==> config.mk <==
export PLATFORM = sky130hd
export DESIGN_NAME = regbank_multiport
export DESIGN_NICKNAME = d
export VERILOG_FILES = /design/src/rtl/regbank_multiport.sv
export SDC_FILE = /design/constraint.sdc
export NUM_CORES = 2
export LEC_CHECK = 0
export BUFFER_PORTS_ARGS = -buffer_cell sky130_fd_sc_hd__buf_2
export CAP_MARGIN = 15
export CORE_AREA = 2 2 329 331
export CTS_BUF_LIST = sky130_fd_sc_hd__clkbuf_8
export DETAILED_ROUTE_END_ITERATION = 10
export DIE_AREA = 0 0 331 333
export HOLD_SLACK_MARGIN = 0.06
export PLACE_DENSITY_LB_ADDON = 0.1
export SLEW_MARGIN = 30
export SYNTH_ARGS = -nofsm -noshare
export SYNTH_HDL_FRONTEND = slang
export SYNTH_SLANG_ARGS = --single-unit
==> constraint.sdc <==
create_clock -name clock -period 4.9 [get_ports clock]
set_input_delay 0 -clock clock [delete_from_list [all_inputs] [get_ports clock]]
set_output_delay 0 -clock clock [all_outputs]
set_load 0.02 [all_outputs]
==> src/rtl/regbank_multiport.sv <==
// Multiport register bank with two registered read ports, one write port and per-register pending bits.
// Optional macro REGBANK_FORWARD_EN enables write-through bypass on same-cycle read/write collisions.
module regbank_multiport #(
  parameter int ADDR_BITS = 5,
  parameter int WORD_WIDE = 32,
  parameter int ZERO_REG  = 1
) (
  input  logic                 clock,
  input  logic                 reset,
  input  logic                 rd_en_a,
  input  logic [ADDR_BITS-1:0] rd_addr_a,
  output logic [WORD_WIDE-1:0] rd_data_a,
  output logic                 rd_valid_a,
  output logic                 busy_a,
  input  logic                 rd_en_b,
  input  logic [ADDR_BITS-1:0] rd_addr_b,
  output logic [WORD_WIDE-1:0] rd_data_b,
  output logic                 rd_valid_b,
  output logic                 busy_b,
  input  logic                 wr_en,
  input  logic [ADDR_BITS-1:0] wr_addr,
  input  logic [WORD_WIDE-1:0] wr_data,
  input  logic                 rsv_en,
  input  logic [ADDR_BITS-1:0] rsv_addr
);

  localparam int DEPTH = 1 << ADDR_BITS;

  logic [WORD_WIDE-1:0] mem_q [DEPTH];
  logic [DEPTH-1:0]     pend_q, pend_d;

  logic                 wr_ok, rsv_ok;

  logic [1:0]           en;
  logic [ADDR_BITS-1:0] addr [2];
  logic [WORD_WIDE-1:0] data_q [2];
  logic [WORD_WIDE-1:0] data_d [2];
  logic [1:0]           busy_q, busy_d;
  logic [1:0]           valid_q;

  // Register 0 swallows writes and reservations when hardwired.
  assign wr_ok  = wr_en  && !(ZERO_REG != 0 && wr_addr  == '0);
  assign rsv_ok = rsv_en && !(ZERO_REG != 0 && rsv_addr == '0);

  assign en      = {rd_en_b, rd_en_a};
  assign addr[0] = rd_addr_a;
  assign addr[1] = rd_addr_b;

  always_comb begin
    pend_d = pend_q;
    if (wr_ok)
      pend_d[wr_addr] = 1'b0;
    if (rsv_ok)
      pend_d[rsv_addr] = 1'b1;
  end

  always_comb begin
    for (int p = 0; p < 2; p++) begin
      data_d[p] = data_q[p];
      busy_d[p] = busy_q[p];
      if (en[p]) begin
        if (ZERO_REG != 0 && addr[p] == '0) begin
          data_d[p] = '0;
          busy_d[p] = 1'b0;
        end else begin
          data_d[p] = mem_q[addr[p]];
          busy_d[p] = pend_q[addr[p]];
`ifdef REGBANK_FORWARD_EN
          // Bypass: the reader sees the write and its pending-clear,
          // unless a same-cycle reservation re-marks the register.
          if (wr_ok && addr[p] == wr_addr) begin
            data_d[p] = wr_data;
            busy_d[p] = rsv_ok && (rsv_addr == addr[p]);
          end
`endif
        end
      end
    end
  end

  always_ff @(posedge clock) begin
    if (reset) begin
      for (int i = 0; i < DEPTH; i++)
        mem_q[i] <= '0;
      pend_q  <= '0;
      data_q[0] <= '0;
      data_q[1] <= '0;
      busy_q  <= '0;
      valid_q <= '0;
    end else begin
      if (wr_ok)
        mem_q[wr_addr] <= wr_data;
      pend_q  <= pend_d;
      data_q[0] <= data_d[0];
      data_q[1] <= data_d[1];
      busy_q  <= busy_d;
      valid_q <= en;
    end
  end

  assign rd_data_a  = data_q[0];
  assign rd_data_b  = data_q[1];
  assign busy_a     = busy_q[0];
  assign busy_b     = busy_q[1];
  assign rd_valid_a = valid_q[0];
  assign rd_valid_b = valid_q[1];

endmodule

==> run summary <==
Slew @ Worst Pin = 1.10 ns
dpl ws = 1.96 ns
Die Y = 333 um
worst r2r path cells = 6
largest net degree at the start of global routing = 87
CTS root buffer = clkbuf_8
clock slew at reported path FFs = 0.06 ns
DIE AREA = 110000 sq um
nets = 4154
Synth Instances = 3971
relative slew slack = 26.3%
Top FF cell, synth = edfxtp_1
sequential fraction of the synthesis area = 56.1%
Die X = 331 um
PostCTS Resize Cnt = 0
setup ws final = 1.55 ns
final WL = 208000 um
io pins = 126
WP data required = 5.68 ns
Int Power = 16000 uW
leakage = 0.0229 uW
setup bufs post-CTS = 0
HPWL Detailed = 124000 um
fin crit share = 68.3%
CTS max path bufs = 3
Setup-failing EPs final = 0
yosys warns = 0
DRT Pass-1 Iters = 6
routed vias/inst = 6.86
sequential power share = 51.5%
Final Power = 22000 uW
Hold WC Path Type = primary input to register
clock share of power = 35.7%
Worst path slowest cell = buf_4
switching share of total power = 27.2%
status = finished, final reports clean
crit end category = register
first-pass GRT wire length = 290000 um
CTS tree = built
DR WL/cell = 36.8 um
Row Count = 120
GRT overflow = 0
#FFs+latches synth = 1124
GRT Total Usage = 38.1%
Buffers on Ports = 125
pins over their slew limit = 0
Post-synth ARST share = 0%
htree depth = 4
Hold Path Cell Cnt = 3
total CTS buffers = 189
layout cells sized above 1 = 27.7%
Skew-Pair Late Insertion Delay = 0.90 ns
Max stage delay on crit path = 0.72 ns
final hold vios = 0
worst clock skew = 0.0348 ns
switching power = 6000 uW
Most common cell on crit path = dlygate4sd3_1
Max-cap violations = 0
library cells used by synthesis = 48
number of global-route vias before repair = 38000
Avg Cell Area, Syn = 14.7 sq um
CTS Sinks = 1124
Post-DRT Antenna Nets = 0
synthesis-to-finish area growth = 11.1%
core area = 107000 sq um
RSZ-0062 raised after global routing = no
gpl congestion = 0.901
# DRC = 0
Fin Hold WS = 0.128 ns
DR vias = 38900
fin crit period = 3.35 ns
initial DRC count = 6018
crit start category = primary input
starting density of the core = 54.8%
Crit path arrival time = 4.12 ns
achievable clock frequency = 0.299 GHz
Synth Cell Area = 58400 sq um
crit-path cells = dlygate4sd3_1 > buf_8 > buf_4 > mux4_2 > mux2i_1 > nand2_1 > dlygate4sd3_1 > a221o_1 > dlygate4sd3_1
Crit Path Class = primary input to register
Max VDD drop = 197 uV
fill count = 8120
Gate power share = 12.8%
Total Neg Setup Slack = 0 ns
initial antenna violation count = 20
pwr dens = 340 nW/um^2
number of synthesized flops with an enable pin = 1024
CP Max Fanout = 86
==> through the flow <==
step / utilization, % / instances / cell area [sq um]
after floorplan: - / 4002 / 58500
after global placement: 56.7 / 5224 / 60400
after detailed placement: 56.9 / 5229 / 60600
after CTS: 60.9 / 5656 / 64900
after global routing: 60.9 / 5659 / 64900
final: 60.9 / 5665 / 64900
==> cells by family (layout without fill, tap and decap cells) <==
group	Yosys count	after routing	share of synthesized area (%)
and+or+nand+nor	1244	1244	12.7
DFF	1124	1124	56.1
muxes	759	759	22.6
buffers and inverters	447	698	3.29
AOI/OAI and AO/OA	396	396	5.31
other	1	41	0.00642
==> cells in the final DEF (no fill, tap or decap), types with 23 or more instances in the layout <==
cell type      Yosys  layout
o211ai_1          33      33
o221ai_1          55      55
buf_4             22     101
a221o_1           44      44
clkinv_1           1      29
inv_1             31     112
clkbuf_8           0     203
a32o_1            33      33
mux2_2           187     187
dfxtp_1          100     100
buf_2             39     116
o22ai_1           49      49
a221oi_1          33      33
conb_1             1      32
nand2_1           89      89
edfxtp_1        1024    1024
mux2i_1          143     143
o21ai_0           69      69
nand3_1           28      28
and2_1           996     995
mux4_2           429     429
o2bb2ai_1         33      33
dlygate4sd3_1      0      78
nor2_4             0      33
nand2b_1          25      23
==> power by group through the flow <==
stage	sequential [uW]	combinational (uW)	clock (uW)
2_1_floorplan	11400	1630	0
3_3_place_gp	11500	2650	0
3_5_place_dp	11500	2670	0
4_1_cts	11300	2730	7890
5_1_grt	11400	2900	8270
6_report	11300	2820	7870
==> Yosys cell counts, types with 4 or more instances <==
master | n | area (sq um)
o2bb2ai_1 | 33 | 289
nor3b_1 | 7 | 52.6
o22ai_1 | 49 | 307
nor2_1 | 50 | 188
o21ai_0 | 69 | 345
nand2_1 | 89 | 334
a32o_1 | 33 | 330
a31o_2 | 4 | 35.0
buf_2 | 39 | 195
mux4_2 | 429 | 9660
and2_1 | 996 | 6230
buf_6 | 15 | 169
nand3_1 | 28 | 140
clkbuf_1 | 317 | 1190
or3b_2 | 4 | 35.0
edfxtp_1 | 1024 | 30700
a221o_1 | 44 | 440
inv_1 | 31 | 116
dfxtp_1 | 100 | 2000
o31a_1 | 11 | 96.3
nor2b_1 | 18 | 113
o211ai_1 | 33 | 248
a21o_1 | 24 | 180
nor3_1 | 7 | 35.0
mux2i_1 | 143 | 1430
o221ai_1 | 55 | 482
mux2_2 | 187 | 2110
a221oi_1 | 33 | 289
buf_1 | 22 | 82.6
nand2b_1 | 25 | 156
buf_4 | 22 | 165
==> worst max-delay path, delay by kind of cell <==
| family | cells | cell delay [ns] |
|---|---|---|
| buffers and inverters | 5 | 3.05 |
| multiplexers | 2 | 0.56 |
| AO/OA/AOI/OAI | 1 | 0.33 |
| AND/OR/NAND/NOR | 1 | 0.06 |
==> layer usage <==
metal | wire (um) | track usage (%) | up-vias
met2 | 89800 | 53.8 | 2946
met4 | 7500 | 13.4 | 18
li1 | - | - | 15500
met3 | 31200 | 14.2 | 478
met1 | 79600 | 54.4 | 19900
met5 | 184 | 0.444 | -
==> registers in the layout, indices dropped and copies added, names as in the netlist <==
| signal | flops |
|---|---|
| pend_q | 32 |
| busy_q | 2 |
| mem_q | 1024 |
| data_q | 64 |
| valid_q | 2 |
==> worst paths after layout <==
check / from / to / slack, ns
max: rd_addr_a[2] / data_q[0][28] / 1.55
min: wr_addr[1] / mem_q[19][31] / 0.13
max reg2reg: mem_q[30][28] / data_q[0][28] / 2.25
min reg2reg: data_q[0][51] / data_q[0][51] / 0.47
==> final cells by class <==
cell class	count	area (sq um)	area share, %
Clock inverter	146	687	1.06
Multi-Input combinational cell	2431	24200	37.3
Timing Repair Buffer	318	2570	3.96
Clock buffer	202	2780	4.28
Antenna cell	9	22.5	0.0347
Tap cell	1403	1760	2.70
Inverter	32	121	0.187
Sequential cell	1124	32800	50.4
==> repair_timing <==
| item | in CTS | in global routing |
|---|---|---|
| hold buffers | 79 | 0 |
| endpoints found under the setup margin | 0 | 0 |
| endpoints found under the hold margin | 1247 | 0 |
Power figures use the tool's default switching activity.
